**src/rtl/instr_fetch.sv**
```systemverilog
// Instruction fetch stage: a PC register addresses a combinational instruction memory,
// and a single output register holds the fetched word under a valid/ready handshake.
module instr_fetch #(
    parameter logic [11:0] RESET_PC = 12'h000
) (
    input  logic        clk,
    input  logic        rst_n,
    input  logic        fetch_en,
    input  logic        redirect_valid,
    input  logic [11:0] redirect_target,
    output logic [11:0] imem_addr,
    input  logic [31:0] imem_instr,
    output logic        out_valid,
    input  logic        out_ready,
    output logic [31:0] out_instr,
    output logic [11:0] out_pc,
    output logic        misalign_err
);

    logic [11:0] pc_q, pc_d;
    logic        valid_q, valid_d;
    logic [31:0] instr_q, instr_d;
    logic [11:0] opc_q, opc_d;
    logic        mis_q, mis_d;

    logic load;
    logic transfer;

    assign load     = fetch_en && (!valid_q || out_ready);
    assign transfer = valid_q && out_ready;

    // Redirect outranks everything: it flushes the held word and never captures imem_instr.
    always_comb begin
        pc_d    = pc_q;
        valid_d = valid_q;
        instr_d = instr_q;
        opc_d   = opc_q;
        mis_d   = 1'b0;
        if (redirect_valid) begin
            pc_d    = {redirect_target[11:2], 2'b00};
            valid_d = 1'b0;
            mis_d   = |redirect_target[1:0];
        end else if (load) begin
            instr_d = imem_instr;
            opc_d   = pc_q;
            valid_d = 1'b1;
            pc_d    = pc_q + 12'd4;
        end else if (transfer) begin
            valid_d = 1'b0;
        end
    end

    always_ff @(posedge clk or negedge rst_n) begin
        if (!rst_n) begin
            pc_q    <= {RESET_PC[11:2], 2'b00};
            valid_q <= 1'b0;
            instr_q <= '0;
            opc_q   <= '0;
            mis_q   <= 1'b0;
        end else begin
            pc_q    <= pc_d;
            valid_q <= valid_d;
            instr_q <= instr_d;
            opc_q   <= opc_d;
            mis_q   <= mis_d;
        end
    end

    assign imem_addr    = pc_q;
    assign out_valid    = valid_q;
    assign out_instr    = instr_q;
    assign out_pc       = opc_q;
    assign misalign_err = mis_q;

endmodule

```
**config.mk**
```make
export PLATFORM = sky130hd
export DESIGN_NAME = instr_fetch
export DESIGN_NICKNAME = d
export VERILOG_FILES = /design/src/rtl/instr_fetch.sv
export SDC_FILE = /design/constraint.sdc
export NUM_CORES = 1
export LEC_CHECK = 0
export ABC_AREA = 1
export BUFFER_PORTS_ARGS = -buffer_cell sky130_fd_sc_hd__buf_2
export CAP_MARGIN = 20
export CORE_ASPECT_RATIO = 0.5
export CORE_MARGIN = 4
export CORE_UTILIZATION = 50
export DETAILED_ROUTE_END_ITERATION = 8
export MAX_ROUTING_LAYER = met4
export PLACE_DENSITY = 0.89
export SYNTH_ARGS = -nofsm -noshare
export SYNTH_HDL_FRONTEND = slang
export SYNTH_SLANG_ARGS = --single-unit
export TNS_END_PERCENT = 5
```
**constraint.sdc**
```tcl
create_clock -name clk -period 2.93 [get_ports clk]
set_input_delay 0.586 -clock clk [delete_from_list [all_inputs] [get_ports clk]]
set_output_delay 0.586 -clock clk [all_outputs]
set_load 0.005 [all_outputs]
```
* Word-level counts from Yosys, hierarchy flattened
Index checks and enable logic that the tools add are counted.
** Cells by class
- $add $sub $neg :: 1
- Muxes and demuxes :: 6
- Bitwise operators :: 1
- Reduce and logical (&&, ||, !) cells :: 8
** Operator list (number)
- $mux 12 :: 2
- $add 12x3->12 const B :: 1
- $mux 1 :: 4
- $reduce_bool 3->1 :: 1
- $logic_and 1x1->1 :: 2
- $reduce_and 2->1 :: 1
- $reduce_bool 2->1 :: 1
- $reduce_or 2->1 :: 1
- $logic_not 1->1 :: 1
- $logic_or 1x1->1 :: 1
- $not 1->1 :: 1
** Word-level totals
- Register bits after elaboration :: 58
- Logic and storage cells :: 21

* Logic depth before layout (Yosys ltp)
Gate-level depths: netlist (run 1).
- Depth in word-level cells :: 5
- Mapped depth :: 7
- Mapped depth without buffers :: 7

* Least setup slack after synthesis (run 1)
Ideal clock, no wire load.
- Path kind :: input port to flip-flop
- Start point :: input port out_ready
- End point :: register opc_q[2], in the netlist out_pc[2]
- Arrival :: 1194 ps
- Data required time :: 2811 ps
- Path slack :: 1617 ps
- Stages :: 6
- Path buffers :: 1
- Path through :: inv_1 > nand2_1 > nand3_4 > inv_2 > buf_4 > o21a_1
** On the way
- Word-level cells in the longest chain between the ends :: 3
** Ends and longest elaborated chain
- from (decl) :: line 14 : input logic out_ready,
- $logic_or 1x1->1 :: line 29 : assign load = fetch_en && (!valid_q || out_ready);
- $logic_and 1x1->1 :: line 29
- $reduce_and 2->1 (no line)
- to (signal assigned) :: line 64 : opc_q <= opc_d;
- to (decl) :: line 23 : logic [11:0] opc_q, opc_d;
No other way between the ends.
A chain may end at the register's enable or synchronous reset.

* Final worst setup path (run 1)
- Start point :: input port redirect_valid
- End point :: register opc_q[2], in the netlist out_pc[2]
** On the way
- Word-level cells in the longest chain between the ends :: 2
** Ends and longest elaborated chain
- from (decl) :: line 9 : input logic redirect_valid,
- $not 1->1 (no line)
- $reduce_and 2->1 (no line)
No other way between the ends.

==> results of run 1 <==
how the worst max path moves through the flow:
stage,start,to,slack (ns),cells after the start
floorplan,out_ready,out_pc[2],1.62,6
global placement,redirect_valid,out_pc[2],1.08,6
detailed placement,redirect_valid,out_pc[2],0.99,6
CTS,redirect_valid,out_pc[2],1.31,6
global route,redirect_valid,out_pc[2],1.19,6
finish,redirect_valid,out_pc[2],1.30,6
critical path, cell delays in order:
cell     delay [ns]
buf_2          0.17
inv_2          0.16
nand3_4        0.09
inv_2          0.51
nand2_1        0.16
o21a_1         0.15
synthesized netlist by cell type:
cell type  instances  area, um^2
nand2_1          153         574
dfrtp_1           54        1350
inv_1             20        75.1
nand3_1           20         100
nor2_1            13        48.8
buf_4              8        60.1
o21ai_0            7        35.0
a21oi_1            5        25.0
buf_2              5        25.0
inv_2              2        7.51
clkbuf_1           1        3.75
conb_1             1        3.75
ha_1               1        12.5
nand3_4            1        17.5
nand4_1            1        6.26
nor2_2             1        6.26
o21a_1             1        7.51
xor2_1             1        8.76
metal layers:
layer / wire, um / track usage, % / vias up / part of all wire [%]
li1: - / - / 1086 / -
met1: 2400 / 23.1 / 1009 / 42
met2: 2900 / 37.5 / 61 / 51
met3: 348 / 3.79 / 4 / 6.1
met4: 50 / 5.42 / 0 / 0.88
met5: 0 / - / - / 0
logic make-up after synthesis:
group,Yosys count
fa+ha+maj,1
buf+inv,36
simple gates,189
xor+xnor,1
compound gates,13
flops,54
other cells,1
metrics by stage:
stage,power [mW],hold slack [ns]
2_1_floorplan,1.10,0.290
4_1_cts,1.69,0.420
3_5_place_dp,1.29,0.460
6_report,1.67,0.392
5_1_grt,1.78,0.454
3_3_place_gp,1.27,0.456
report_power, final:
part	total (mW)	internal [mW]	leakage (nW)	switching, mW
Sequential	0.927	0.852	0.664	0.0757
Combinational	0.346	0.159	1.07	0.187
Clock	0.400	0.183	0.0431	0.217
cell type report:
type | count | area share [%]
sequential | 54 | 45.3
multi-input combinational | 208 | 28.7
tap | 66 | 2.77
clock buffer | 6 | 2.77
timing repair buffer | 104 | 17.6
inverter | 22 | 2.77
state kept, by name, indices dropped and copies added, names as in the netlist:
register      cells
out_instr        32
imem_addr        10
out_pc           10
misalign_err      1
out_valid         1
==> results.md, run 1 <==
* Syn Inst Count at a little under 300
* Hold-fix buffers at CTS at 0
* Setup crit start kind: input port
* Core area at roughly 0.0045 mm^2
* Storage element area at ~0.0014 mm^2
* Initial antenna violation count at 0
* Setup WS pre-CTS at around 0.99 ns
* Initial core utilization at between 50% and 60%
* Maximum VDD drop at 0.279 mV
* #FFs+latches synth at 54
* Die area at 0.00597 mm^2
* Leading cell types in the layout, fill and taps excluded: 153 x nand2_1, 102 x buf_2, 54 x dfrtp_1
* H-tree depth at 2
* # IOs at about 110
* Final period util at 55.7%
* Leakage power at 1.77 nW
* Worst Hold Class: in2async
* Compound-Gate Fraction of Synth Area at 2.85%
* Vias at 2160
* Synth warn at 0
* Grt total ovfl at 0
* Simple-gate share of the synthesized area at 31.8%
* First-pass GRT wire length at a little under 10000 um
* Final Max Tran Viols at 0
* Final Hold Fails at 0
* Slew HR at 54.5%
* Worst R2R Start: out_valid
* Area of the multi-input gates at 857 um^2
* Placed cell count at ~450
* Seq/Total Area, Yosys at 57.1%
* Setup repair after global routing missed its margin: false
* Site row count at 17
* Non-Filler Instances at 460
* R2R depth at 5
* Post-CTS Setup Inserts at 0
* Antenna Cells at 0
* Finished Core Util at ~66%
* Routed WL at 5710 um
* Adder-cell share of the synthesized area at less than 1%
* CTS tree: built
* Largest net degree at the start of global routing at 55
* Tightest Pin Transition at 0.682 ns
* Antenna Nets Post-Route at 0
* DRC at 0
* Layout Nets at 445
* Area of the mapped netlist at 0.00237 mm^2
* CTS Sinks at 54
* Vias in the first global route at 2157
* Fraction of layout cells with a size suffix above 1 at 28.9%
* 1st-pass router iterations at 4
* Synth Area in XOR/XNOR at less than 1%
* Worst-path clk slew at ~0.090 ns
* Endpoints failing setup at 0
* Skew final at roughly 0.0053 ns
* Fin crit period at 1.63 ns
* Critical Path RT at 3.12 ns
* Crit-path max FO at 42
* GRT Total Usage at 20.4%
* Setup ws final at 1.30 ns
* Status: finished clean
* Commonest non-fill, non-tap cell in the layout: nand2_1
* Die X-Extent at roughly 110 um
* Max Buffers Root-to-Sink at 2
* Largest family of logic cells by synthesized area: simple AND/OR/NAND/NOR gates
* Die Y at 56.7 um
* GP Congestion at 0.831
* Fill cell count at around 380
* FF-to-FF End: out_pc[2]
* DP Area at about 0.0029 mm^2
* Avg Cell Area, Syn at 8.03 um^2
* Total of max-cap violations at 0
* Post-cts resize count at 0
* Port buffer count at 102
* Iter 0 DRT Violations at 103
* CTS root buf: clkbuf_8
* DR vias/cell at 4.70
* PD cells at 561 mW/mm^2
* Worst Setup End Kind: register
* CTS Buf Count at 5
* Fmax at 613 MHz
* CP Class: in2reg
* Area delta synth->final at 25.9%
* Critical Path AT at 1.83 ns
* Multiplexer share of the synthesized area at 0%
* Fin Setup TNS at 0 ns
* Routed len/inst at 12.4 um
* R2r setup slk at roughly 1.4 ns
* Finished Cell Area at approximately 0.0030 mm^2
* Netlist cell types at 18
* Worst skew pair latency at 0.30 ns
* Dpl hpwl at approximately 4200 um
Power figures use the tool's default switching activity.
==> inputs of run 2 (changes only) <==
--- a/config.mk
+++ b/config.mk
@@ -10,10 +10,10 @@
 export CAP_MARGIN = 20
 export CORE_ASPECT_RATIO = 0.5
 export CORE_MARGIN = 4
-export CORE_UTILIZATION = 50
+export CORE_UTILIZATION = 47
 export DETAILED_ROUTE_END_ITERATION = 8
 export MAX_ROUTING_LAYER = met4
-export PLACE_DENSITY = 0.89
+export PLACE_DENSITY = 0.85
 export SYNTH_ARGS = -nofsm -noshare
 export SYNTH_HDL_FRONTEND = slang
 export SYNTH_SLANG_ARGS = --single-unit
==> constraint.sdc (replaced) <==
create_clock -name clk -period 1.55 [get_ports clk]
set_input_delay 0.31 -clock clk [delete_from_list [all_inputs] [get_ports clk]]
set_output_delay 0.31 -clock clk [all_outputs]
set_load 0.005 [all_outputs]
==> results.md, run 2 (same netlist as run 1, synthesis figures left out) <==
* Net Sw Frac at ~29%
* Antenna Nets Post-Route at 0
* Site row count at 17
* Worst Hold Class: in2reg
* H-tree depth at 2
* Vias in the first global route at 2172
* Fraction of layout cells with a size suffix above 1 at 29.3%
* Setup repair after global routing missed its margin: false
* Endpoints failing setup at 0
* CTS root buf: clkbuf_8
* Crit-path max cell delay at 0.39 ns
* Setup ws final at 0.268 ns
* Routed WL at 5880 um
* Grt total ovfl at 0
* R2R depth at 6
* P_int at approximately 2.3 mW
* Post-CTS Setup Inserts at 0
* # IOs at approximately 110
* Die X-Extent at 108 um
* Worst Setup End Kind: register
* DRC at 0
* Crit-path max FO at 15
* CTS Buf Count at 5
* Leading cell types in the layout, fill and taps excluded: 153 x nand2_1, 102 x buf_2, 54 x dfrtp_1
* CTS Sinks at 54
* 1st-pass router iterations at 4
* GP Congestion at 0.920
* Combinational fraction of design power at between 20% and 30%
* Clock share of power at 25.2%
* Commonest non-fill, non-tap cell in the layout: nand2_1
* Iter 0 DRT Violations at 186
* Fmax at 780 MHz
* Fin Setup TNS at 0 ns
* Total of max-cap violations at 0
* Die area at 0.00631 mm^2
* Initial antenna violation count at 0
* CP Cell Sequence: nand2_1 -> nand3_4 -> inv_2 -> buf_4 -> nand3_1 -> nand2_1
* Setup WS pre-CTS at about 0.17 ns
* Largest net degree at the start of global routing at 55
* Antenna Cells at 0
* Cell depth of the worst hold path at 3
* Fill cell count at 406
* Critical Path AT at 1.53 ns
* Max reg flops at 32
* Routed len/inst at 12.7 um
* Skew final at 0.00614 ns
* Vias at 2199
* GRT Total Usage at 19.9%
* Fin crit period at between 1 and 1.5 ns
* CTS tree: built
* Post-cts resize count at 0
* Levels on crit path at 6
* Critical Path RT at 1.80 ns
* Sequential share of power at approximately 54%
* Layout Nets at about 450
* Finished Core Util at 65.9%
* First-pass GRT wire length at 9600 um
* Psw at 0.956 mW
* Worst skew pair latency at 0.31 ns
* Port buffer count at 102
* Final period util at 82.7%
* CP Class: reg2reg
* Largest delay contributor family on the critical path: simple AND/OR/NAND/NOR gates
* Final Hold Fails at 0
* Area delta synth->final at 28.4%
* Core area at between 0.004 and 0.005 mm^2
* Initial core utilization at about half
* Leakage power at 1.80 nW
* CP dominant cell by count: nand2_1
* Setup crit start kind: register
* Critical path buffers and inverters at 2
* Dpl hpwl at between 4000 and 5000 um
* Worst-path clk slew at around 0.10 ns
* Max Buffers Root-to-Sink at 2
* Hold-fix buffers at CTS at 1
* Maximum VDD drop at 0.631 mV
* PD cells at 1070 mW/mm^2
* DR vias/cell at about 4.7
* Final Max Tran Viols at 0
* Slowest CP cell: dfrtp_1
* Status: finished clean
* Die Y at about 58 um
## run 2: changes by cell type in the layout (fill, tap and decap cells not counted), sizes merged
cell         delta
clkbuf          +1
clkinv          +1
dlygate4sd3     +1
buf             +2
## run 2: layout make-up
type	instances	area, um^2	area share [%]
repair buffers	107	576	18.9
well taps	66	82.6	2.72
inverters	22	82.6	2.72
clock buffers	7	86.3	2.84
clock inverters	1	5.00	0.165
multi-input cells	208	857	28.2
flip-flops and latches	54	1350	44.4
## run 2: power groups by stage
stage	combinational, mW	clock [mW]	sequential, mW
floorplan	0.292	0	1.78
global placement	0.657	0	1.77
detailed placement	0.683	0	1.78
CTS	0.688	0.832	1.75
global route	0.767	0.887	1.78
finish	0.674	0.816	1.75
## run 2: worst paths after layout
check,slack (ns),endpoint,from
setup / recovery,0.27,imem_addr[8],out_valid
hold / removal,0.19,out_instr[17],imem_instr[17]
setup reg to reg,0.27,imem_addr[8],out_valid
hold reg to reg,0.48,out_instr[15],out_instr[15]
max in group asynchronous,0.79,out_instr[29],rst_n
min in group asynchronous,0.52,imem_addr[3],rst_n
## run 2: metal layers
layer	wire length, um	GRT usage, %	vias up
met5	0	-	-
met4	66	6.47	0
met3	458	4.23	10
met2	2990	36.0	82
met1	2370	22.4	1012
li1	-	-	1095
## run 2: metrics by stage
stage | cells | hold slack, ns | instance area (um^2) | power [mW]
after global placement | 456 | 0.318 | 2940 | 2.42
after global routing | 465 | 0.184 | 3040 | 3.44
after CTS | 465 | 0.184 | 3040 | 3.27
after detailed placement | 456 | 0.329 | 2940 | 2.46
final | 465 | 0.190 | 3040 | 3.24
after floorplan | 298 | 0.0144 | 2380 | 2.08
## run 2: worst reg2reg max path: stages (launching register included)
cell     delay (ns)
dfrtp_1        0.39
nand2_1        0.18
nand3_4        0.11
inv_2          0.12
buf_4          0.22
nand3_1        0.14
nand2_1        0.08
